$ cat src/rtl/ptp_xgmii_rx_monitor.sv
// ptp_xgmii_rx_monitor
// Receive-side monitor for a 64-bit XGMII stream. It finds frames using the
// start and terminate control characters, checks the preamble/SFD, the frame
// length and any error characters, and extracts the EtherType (skipping one
// optional 0x8100 tag) and the PTP messageType. For every frame it emits a
// one-cycle report and updates running counters. FCS is not checked.
//
// States:
//   IDLE | between frames, waiting for /S/ in lane 0 or lane 4
//   PRE  | lane-4 start seen; this word holds the rest of the preamble and SFD
//        | in lanes 0..3 and frame bytes 0..3 in lanes 4..7
//   DATA | inside a frame, collecting frame bytes
//
// Ports:
//   rx_clk          clock; all logic runs on its rising edge
//   rst             synchronous active-high reset
//   xge_rxd_i[63:0] XGMII data; lane n is bits [8n+7:8n], lane 0 is first on the wire
//   xge_rxc_i[7:0]  XGMII control; bit n set means lane n is a control character
//   frame_valid_o   one-cycle pulse when the report fields below are valid
//   frame_len_o     frame bytes from DA through FCS, saturating at 16'hFFFF
//   eth_type_o      EtherType; the inner one when a VLAN tag is present
//   is_ptp_o        eth_type_o equals PTP_ETYPE
//   ptp_msg_type_o  low nibble of the first payload byte; 0 when not PTP
//   err_o           [0] bad preamble/SFD, [1] control char inside frame,
//                   [2] length out of range, [3] frame truncated by new /S/
//   frame_cnt_o     number of reported frames; wraps
//   err_cnt_o       number of reported frames with errors; saturates
module ptp_xgmii_rx_monitor #(
  parameter int unsigned MIN_LEN   = 64,
  parameter int unsigned MAX_LEN   = 1522,
  parameter logic [15:0] PTP_ETYPE = 16'h88F7
) (
  input  logic        rx_clk,
  input  logic        rst,
  input  logic [63:0] xge_rxd_i,
  input  logic [7:0]  xge_rxc_i,
  output logic        frame_valid_o,
  output logic [15:0] frame_len_o,
  output logic [15:0] eth_type_o,
  output logic        is_ptp_o,
  output logic [3:0]  ptp_msg_type_o,
  output logic [3:0]  err_o,
  output logic [31:0] frame_cnt_o,
  output logic [15:0] err_cnt_o
);

  localparam logic [7:0] C_START = 8'hFB;
  localparam logic [7:0] C_TERM  = 8'hFD;
  localparam logic [7:0] C_ERR   = 8'hFE;
  localparam logic [7:0] C_PRE   = 8'h55;
  localparam logic [7:0] C_SFD   = 8'hD5;

  typedef enum logic [1:0] {S_IDLE, S_PRE, S_DATA} state_t;

  state_t         state_q, state_d;
  logic [15:0]    len_q, len_d;
  // Captured header bytes at offsets 12, 13, 14, 16, 17 and 18. They are
  // cleared at frame start, so any field the frame never reaches reports 0.
  logic [5:0][7:0] fld_q, fld_d;
  logic           pre_err_q, pre_err_d;
  logic           ctl_err_q, ctl_err_d;

  logic           valid_q;
  logic [15:0]    flen_q, etype_q, ecnt_q;
  logic           ptp_q;
  logic [3:0]     msg_q, err_q;
  logic [31:0]    fcnt_q;

  logic           lane0_s, lane4_s, pre0_ok, pre4_ok, sfd_ok;
  logic [16:0]    off;
  logic           stop, found_t, found_s, rep;
  logic [2:0]     end_lane;
  logic [7:0]     lane_b;
  logic           start0, start4;
  logic [15:0]    outer_et;
  logic [15:0]    rep_len, rep_et;
  logic [7:0]     rep_pay;
  logic           rep_ptp;
  logic [3:0]     rep_msg, rep_err;

  assign lane0_s = xge_rxc_i[0] && (xge_rxd_i[7:0] == C_START);
  assign lane4_s = xge_rxc_i[4] && (xge_rxd_i[39:32] == C_START);
  assign pre0_ok = (xge_rxd_i[63:8] == {C_SFD, {6{C_PRE}}}) && (xge_rxc_i[7:1] == 7'd0);
  assign pre4_ok = (xge_rxd_i[63:40] == {3{C_PRE}}) && (xge_rxc_i[7:5] == 3'd0);
  assign sfd_ok  = (xge_rxd_i[31:0] == {C_SFD, {3{C_PRE}}}) && (xge_rxc_i[3:0] == 4'd0);

  always_comb begin
    state_d   = state_q;
    len_d     = len_q;
    fld_d     = fld_q;
    pre_err_d = pre_err_q;
    ctl_err_d = ctl_err_q;
    off       = {1'b0, len_q};
    stop      = 1'b0;
    found_t   = 1'b0;
    found_s   = 1'b0;
    end_lane  = 3'd0;
    lane_b    = 8'd0;
    start0    = 1'b0;
    start4    = 1'b0;

    if (state_q != S_IDLE) begin
      if (state_q == S_PRE && !sfd_ok) pre_err_d = 1'b1;
      // Walk the lanes in wire order until the first /T/ or /S/. In PRE only
      // lanes 4..7 carry frame bytes.
      for (int i = 0; i < 8; i++) begin
        lane_b = xge_rxd_i[8*i +: 8];
        if (!stop && (state_q == S_DATA || i >= 4)) begin
          if (xge_rxc_i[i] && (lane_b == C_TERM || lane_b == C_START)) begin
            stop     = 1'b1;
            found_t  = (lane_b == C_TERM);
            found_s  = (lane_b == C_START);
            end_lane = 3'(i);
          end else begin
            if (xge_rxc_i[i]) ctl_err_d = 1'b1;
            // /E/ only flags the error; any other stray control char still
            // occupies a byte position.
            if (!xge_rxc_i[i] || lane_b != C_ERR) begin
              case (off)
                17'd12:  fld_d[0] = lane_b;
                17'd13:  fld_d[1] = lane_b;
                17'd14:  fld_d[2] = lane_b;
                17'd16:  fld_d[3] = lane_b;
                17'd17:  fld_d[4] = lane_b;
                17'd18:  fld_d[5] = lane_b;
                default: ;
              endcase
              off = off + 17'd1;
            end
          end
        end
      end
    end

    len_d    = off[16] ? 16'hFFFF : off[15:0];
    rep      = found_t | found_s;
    outer_et = {fld_d[0], fld_d[1]};
    rep_len  = len_d;
    rep_et   = (outer_et == 16'h8100) ? {fld_d[3], fld_d[4]} : outer_et;
    rep_pay  = (outer_et == 16'h8100) ? fld_d[5] : fld_d[2];
    rep_ptp  = (rep_et == PTP_ETYPE);
    rep_msg  = rep_ptp ? rep_pay[3:0] : 4'd0;
    rep_err  = {found_s,
                (32'(rep_len) < MIN_LEN) || (32'(rep_len) > MAX_LEN),
                ctl_err_d,
                pre_err_d};

    if (state_q == S_IDLE) begin
      start0 = lane0_s;
      start4 = !lane0_s && lane4_s;
    end else if (found_s) begin
      start0 = (end_lane == 3'd0);
      start4 = (end_lane == 3'd4);
    end else if (found_t) begin
      // /T/ in the low half may share its word with a lane-4 /S/.
      start4 = (end_lane < 3'd4) && lane4_s;
    end

    if (start0 || start4) begin
      state_d   = start0 ? S_DATA : S_PRE;
      len_d     = 16'd0;
      fld_d     = '0;
      ctl_err_d = 1'b0;
      pre_err_d = start0 ? !pre0_ok : !pre4_ok;
    end else if (rep) begin
      state_d = S_IDLE;
    end else if (state_q == S_PRE) begin
      state_d = S_DATA;
    end
  end

  always_ff @(posedge rx_clk) begin
    if (rst) begin
      state_q   <= S_IDLE;
      len_q     <= 16'd0;
      fld_q     <= '0;
      pre_err_q <= 1'b0;
      ctl_err_q <= 1'b0;
      valid_q   <= 1'b0;
      flen_q    <= 16'd0;
      etype_q   <= 16'd0;
      ptp_q     <= 1'b0;
      msg_q     <= 4'd0;
      err_q     <= 4'd0;
      fcnt_q    <= 32'd0;
      ecnt_q    <= 16'd0;
    end else begin
      state_q   <= state_d;
      len_q     <= len_d;
      fld_q     <= fld_d;
      pre_err_q <= pre_err_d;
      ctl_err_q <= ctl_err_d;
      valid_q   <= rep;
      if (rep) begin
        flen_q  <= rep_len;
        etype_q <= rep_et;
        ptp_q   <= rep_ptp;
        msg_q   <= rep_msg;
        err_q   <= rep_err;
        fcnt_q  <= fcnt_q + 32'd1;
        if (rep_err != 4'd0 && ecnt_q != 16'hFFFF) ecnt_q <= ecnt_q + 16'd1;
      end
    end
  end

  assign frame_valid_o  = valid_q;
  assign frame_len_o    = flen_q;
  assign eth_type_o     = etype_q;
  assign is_ptp_o       = ptp_q;
  assign ptp_msg_type_o = msg_q;
  assign err_o          = err_q;
  assign frame_cnt_o    = fcnt_q;
  assign err_cnt_o      = ecnt_q;

endmodule

$ cat config.mk
export PLATFORM = sky130hd
export DESIGN_NAME = ptp_xgmii_rx_monitor
export DESIGN_NICKNAME = d
export VERILOG_FILES = /design/src/rtl/ptp_xgmii_rx_monitor.sv
export SDC_FILE = /design/constraint.sdc
export NUM_CORES = 1
export LEC_CHECK = 0
export CAP_MARGIN = 20
export CORE_ASPECT_RATIO = 1.4
export CORE_MARGIN = 1
export CORE_UTILIZATION = 30
export DETAILED_ROUTE_END_ITERATION = 10
export GPL_TIMING_DRIVEN = 0
export PLACE_DENSITY = 0.54
export SYNTH_ARGS = -nofsm -noshare
export SYNTH_HDL_FRONTEND = slang
export SYNTH_SLANG_ARGS = --single-unit
$ cat constraint.sdc
create_clock -name rx_clk -period 10.75 [get_ports rx_clk]
set_input_delay 2.6875 -clock rx_clk [delete_from_list [all_inputs] [get_ports rx_clk]]
set_output_delay 2.6875 -clock rx_clk [all_outputs]
set_load 0.02 [all_outputs]
Word level (Yosys, flattened, before mapping)
Cells that the tools add are included.

$add $sub $neg: 10. $lt $le $gt $ge: 3. Equality and inequality tests: 81. Muxes and demuxes: 227. Bitwise logic cells: 1. Reductions and logical operators: 63.

Operators by type and width (number): two-way mux 48 bit (27); two-way mux 17 bit (32); two-way mux 8 bit (48); equality test 17 x 4 -> 1 bit (second input constant) (21); equality test 17 x 5 -> 1 bit (second input constant) (21); equality test 8 bit (second input constant) (16); adder 17 x 1 -> 17 bit (second input constant) (7); two-way mux 1 bit (97); != test 8 bit (second input constant) (8); equality test 56 bit (second input constant) (1); equality test 16 x 4 -> 1 bit (second input constant) (3); equality test 16 x 5 -> 1 bit (second input constant) (3); two-way mux 3 bit (15); adder 32 x 1 -> 32 bit (second input constant) (1); equality test 16 bit (second input constant) (2); equality test 32 bit (second input constant) (1); two-way mux 16 bit (2); equality test 24 x 23 -> 1 bit (second input constant) (1); logical AND 1 bit (20); logical OR 1 bit (18); adder 16 x 1 -> 17 bit (second input constant) (1); adder 16 x 1 -> 16 bit (second input constant) (1); > comparator 16 x 11 -> 1 bit (second input constant) (1); less-than comparator 16 x 7 -> 1 bit (second input constant) (1); 18 further kinds (37).

Register bits after elaboration: 158. Input port bits: 74. Output and inout port bits: 90. Logic and storage cells: 403.

Depth between registers and ports, before layout
Depth after elaboration: 47. Mapped depth: 42. Depth with buffers taken out: 38.

Least setup slack after synthesis
No wires, ideal clock.

Kind: input to register. Start: in xge_rxd_i[0]. End: reg msg_q[0] (netlist: ptp_msg_type_o[0]). Data arrival time: 11.322 ns. Path slack: -0.659 ns. Cell stages on the path: 38. Buffers on the path: 3. Cells stage by stage: buf_2 xor2_1 a21oi_2 o211ai_1 and2_1 inv_1 ha_1 a2111oi_0 a31oi_1 ha_1 nand2_1 o21ai_0 ha_1 inv_1 a211oi_1 mux2_2 mux2i_1 xnor2_1 [2 not listed] or3_1 a2111o_1 a211oi_1 nor2_1 nand3_1 nor2_1 or3_1 o21ai_1 buf_4 nor4b_1 clkbuf_1 mux2_2 mux2i_1 nand4_1 o21ai_1 and4b_1 nand4_2 o31ai_1.

Word-level cells in the longest chain between the ends: 46. Elaborated cells between the ends (all ways): 225. Those cells by class: 6 x add/sub; 47 x eq/ne; 162 x mux; 1 x bitwise; 9 x reduce/logical.

Ends and longest elaborated chain: start, declared (RTL line 35) `input logic [63:0] xge_rxd_i,`; != test 8 bit, or another cell as far along (RTL line 118) `if (!xge_rxc_i[i] || lane_b != C_ERR) begin`; logical OR 1 bit, on equally long branches (RTL line 118, 109); two-way mux 17 bit or logical AND 1 bit (tied branches) (RTL line 118, 109); two-way mux 17 bit (RTL line 109) `if (xge_rxc_i[i] && (lane_b == C_TERM || lane_b == C_START)) begin`; two-way mux 17 bit (RTL line 108) `if (!stop && (state_q == S_DATA || i >= 4)) begin`; two-way mux 17 bit (RTL line 102) `if (state_q != S_IDLE) begin`; adder 17 x 1 -> 17 bit (RTL line 128) `off = off + 17'd1;`; two-way mux 17 bit (RTL line 118); [30 not listed]; two-way mux 48 bit (RTL line 118); two-way mux 48 bit (RTL line 109); two-way mux 48 bit (RTL line 108); two-way mux 48 bit (RTL line 102); equality test 16 bit (RTL line 139, 140); two-way mux 16 bit (RTL line 139) `rep_et = (outer_et == 16'h8100) ? {fld_d[3], fld_d[4]} : outer_et;`; equality test 16 bit (RTL line 141) `rep_ptp = (rep_et == PTP_ETYPE);`; two-way mux 4 bit (RTL line 142) `rep_msg = rep_ptp ? rep_pay[3:0] : 4'd0;`; end signal, assigned (RTL line 198) `msg_q <= rep_msg;`; end, declared (RTL line 66) `logic [3:0] msg_q, err_q;`.

Several ways; a longest one is shown, not always the timed one. The select of a mux whose other input is x is not followed. A chain may end at the register's enable or synchronous reset.

Final worst setup path
Start: in xge_rxd_i[23]. End: reg msg_q[3] (netlist: ptp_msg_type_o[3]).

Word-level cells in the longest chain between the ends: 36. Elaborated cells between the ends (all ways): 165. Those cells by class: 4 x add/sub; 35 x eq/ne; 120 x mux; 1 x bitwise; 5 x reduce/logical.

Ends and longest elaborated chain (RTL line): != test 8 bit, or another cell as far along (118); logical OR 1 bit, on equally long branches (118, 109); two-way mux 17 bit or logical AND 1 bit (tied branches) (118, 109); two-way mux 17 bit (109); two-way mux 17 bit (108); two-way mux 17 bit (102); adder 17 x 1 -> 17 bit (128); two-way mux 17 bit (118); [20 not listed]; two-way mux 48 bit (118); two-way mux 48 bit (109); two-way mux 48 bit (108); two-way mux 48 bit (102); equality test 16 bit (139, 140); two-way mux 16 bit (139); equality test 16 bit (141); two-way mux 4 bit (142).

Several ways; a longest one is shown, not always the timed one. The select of a mux whose other input is x is not followed.

==> flow_metrics.tcl <==
set metrics [dict create \
    whs_path_depth 2 \
    clk_pin_slew_worst_paths_ns 0.07 \
    synth_area_per_cell_sq_um 7.42 \
    rows 103 \
    synth_area_leaders "dfxtp_1 (18%), mux2_2 (7.3%), nor2_1 (6.6%)" \
    crit_slowest_cell "clkdlybuf4s50_1" \
    h-tree-depth 4 \
    vias 19600 \
    fin_skew_ns 0.0123 \
    fin_nets 2712 \
    r2r-start "len_q[0]" \
    routed_wl_mm 85.4 \
    die_x_um 203 \
    ys_seq_elements 150 \
    die_h_um 284 \
    whs_endpoint "is_ptp_o" \
    synth_edf_count 0 \
    clock.fmax_mhz 89.5 \
    routedWlPerCell_um 25.5 \
    grt_max_degree 17 \
    clock-root-buffer "clkbuf_16" \
    cp-start-kind "input port" \
    async_flop_share_pct 0 \
    worst_setup_path_end_kind "flip-flop" \
    coreArea_sq_um 56300 \
    cts_buffers 17 \
    max_cap_violations 0 \
    gp_congestion 0.992 \
    first_pass_iters 7 \
    powerDensity_nw_per_um2 59.9 \
    setup_slack_ns -0.421 \
    syn_to_final_growth_pct 33.8 \
    violations "negative setup slack" \
    r2r_cells 40 \
    leakage_nw 8.15 \
    dpl.cell_count 3180 \
    drt_iter0_drc 1436 \
    drive_gt1_share_pct 23.3 \
    p_total_mw 1.37 \
    synth_ff_type "dfxtp_1" \
    yosysWarnings 0 \
    hpwl_mm 67.5 \
    clock_path_buffers 2 \
    syn-cell-area_sq_um 17100 \
    min_path_type "reg -> reg" \
    finalNonFillerCells 3353 \
    cts_tree "done" \
    via_per_inst 5.85 \
    grt_pass1_vias 19300 \
    ant_nets 0 \
    r2r_slack_ns 1.14 \
    path_max_fanout 8 \
    grt_usage_pct 28.7 \
    synthDominantCellAreaShare_pct 17.6 \
    rsz0062_at_grt "true" \
    max_slew_margin_pct 21.1 \
    finalMaxSlewViolations 0 \
    drc 0 \
    die_area_sq_um 57800 \
    final_cell_mix "nor2_1 (287), nand2_1 (192), dfxtp_1 (150)" \
    syn_inst 2297 \
    crit_type "in -> reg" \
    grt_pass1_wl_mm 124 \
    rr_endpoint "ptp_msg_type_o[3]" \
    hold_slack_ns 0.456 \
    final-hold-violation-count 0 \
    max_slew.worst_pin.slew_ns 1.17 \
    finalCriticalPeriod_ns 11.17 \
    status "complete, but fails checks" \
    hold_start "is_ptp_o" \
    yosysTopAreaCell "dfxtp_1" \
    final-setup-viol-count 35 \
    numClockSinks 150 \
    critPathRequiredTime_ns 11.10 \
    yosysSeqAreaShare_pct 17.6 \
    grt_overflow 0 \
    slowest_delay_ns 0.68 \
    cts_hold_buf 0 \
    initial_core_util_pct 30.3 \
    io_pins 164 \
    final_common_cell "nor2_1" \
    ir_drop_mv 0.105 \
    port_buffers 147 \
    clock_latency_ns 0.43 \
    syn_nets 2405 \
    critical_path_arrival_ns 11.52 \
    synth_cell_types 113 \
    period_share_pct 104 \
    antenna_found_initial 1 \
]
[worst max-delay path: cells and delay by family]
kind                     cells  cell delay, ns
buffers and inverters        5            1.25
XOR/XNOR                     4            0.71
AND/OR/NAND/NOR             14            4.24
multiplexers                 2            0.55
adder cells (fa/ha/maj)      1            0.21
AO/OA/AOI/OAI                8            1.85
[Yosys cell counts (9+ instances only)]
master / instances
a211o_1: 17
a211oi_1: 49
a21o_1: 14
a21oi_1: 152
a311oi_1: 14
a31oi_1: 27
and2_1: 26
and3_1: 44
and4_1: 16
buf_1: 16
buf_2: 24
clkbuf_1: 95
dfxtp_1: 150
ha_1: 34
inv_1: 44
mux2_2: 110
mux2i_1: 77
nand2_1: 205
nand2b_1: 16
nand3_1: 76
nand4_1: 66
nor2_1: 298
nor2b_1: 38
nor3_1: 61
nor3b_1: 10
nor4_1: 35
nor4b_1: 9
o2111ai_1: 10
o211ai_1: 32
o21ai_0: 66
o21ai_1: 28
o221ai_1: 10
o31ai_1: 18
or2_2: 15
or3_1: 25
or4_1: 13
xnor2_1: 84
xor2_1: 63
[final cells by class]
type	instances	area, sq um
fill	5757	33500
multi-input combinational	1957	14700
sequential	150	3000
timing repair buffer	299	2690
tap	735	920
buffer	134	696
clock buffer	19	453
inverter	45	174
clock inverter	13	164
antenna	1	2.50
[flip-flops by register name, summed over array words and instances (netlist names)]
signal	cells
pre_err_q	1
fld_q	40
ctl_err_q	1
err_cnt_o	16
eth_type_o	16
len_q	16
is_ptp_o	1
err_o	4
ptp_msg_type_o	4
frame_len_o	16
state_q	2
frame_cnt_o	32
frame_valid_o	1
[worst max-delay path by stage]
stage,end,from,slack [ns]
final,ptp_msg_type_o[3],xge_rxd_i[23],-0.42
after floorplan,ptp_msg_type_o[0],xge_rxd_i[0],-0.02
after global placement,ptp_msg_type_o[2],xge_rxd_i[2],-2.98
after CTS,ptp_msg_type_o[2],xge_rxd_i[0],-0.31
after detailed placement,ptp_msg_type_o[1],xge_rxd_i[2],-3.08
after global routing,ptp_msg_type_o[3],xge_rxd_i[0],-0.64
[metal layers]
metal	track usage, %	routed length, um
met5	0	0
met2	49.3	41400
met4	24.2	8370
met3	3.61	3580
met1	31.3	32000
[per-stage QoR]
stage	TNS [ns]	cell area (sq um)	utilization, %	setup slack, ns
2_1_floorplan	-0.0653	17400	-	-0.0163
3_3_place_gp	-194.02	19800	35.1	-2.98
3_5_place_dp	-201.86	19800	35.2	-3.08
4_1_cts	-4.66	22100	39.3	-0.312
5_1_grt	-15.92	22800	40.5	-0.639
6_report	-7.49	22800	40.5	-0.421
[power breakdown]
part	switching [mW]	internal, mW
Combinational	0.119	0.0602
Clock	0.267	0.364
Sequential	0.000748	0.556
[kinds of logic after synthesis]
logic type / share of synthesized area [%]
AND/OR/NAND/NOR: 31.2
AO/OA/AOI/OAI: 22.8
buffers and inverters: 4.60
XOR/XNOR: 9.32
multiplexers: 11.9
flip-flops: 17.6
adder cells (fa/ha/maj): 2.49
[timing repair]
| item | 4_1_cts | 5_1_grt |
|---|---|---|
| gates cloned | 1 | 1 |
| pin swaps | 97 | 60 |
| endpoints found under the setup margin | 110 | 56 |
| buffers inserted | 105 | 42 |
| hold endpoints to repair | 0 | 0 |
| gates resized for setup | 234 | 79 |
(Power assumes the default switching activity.)
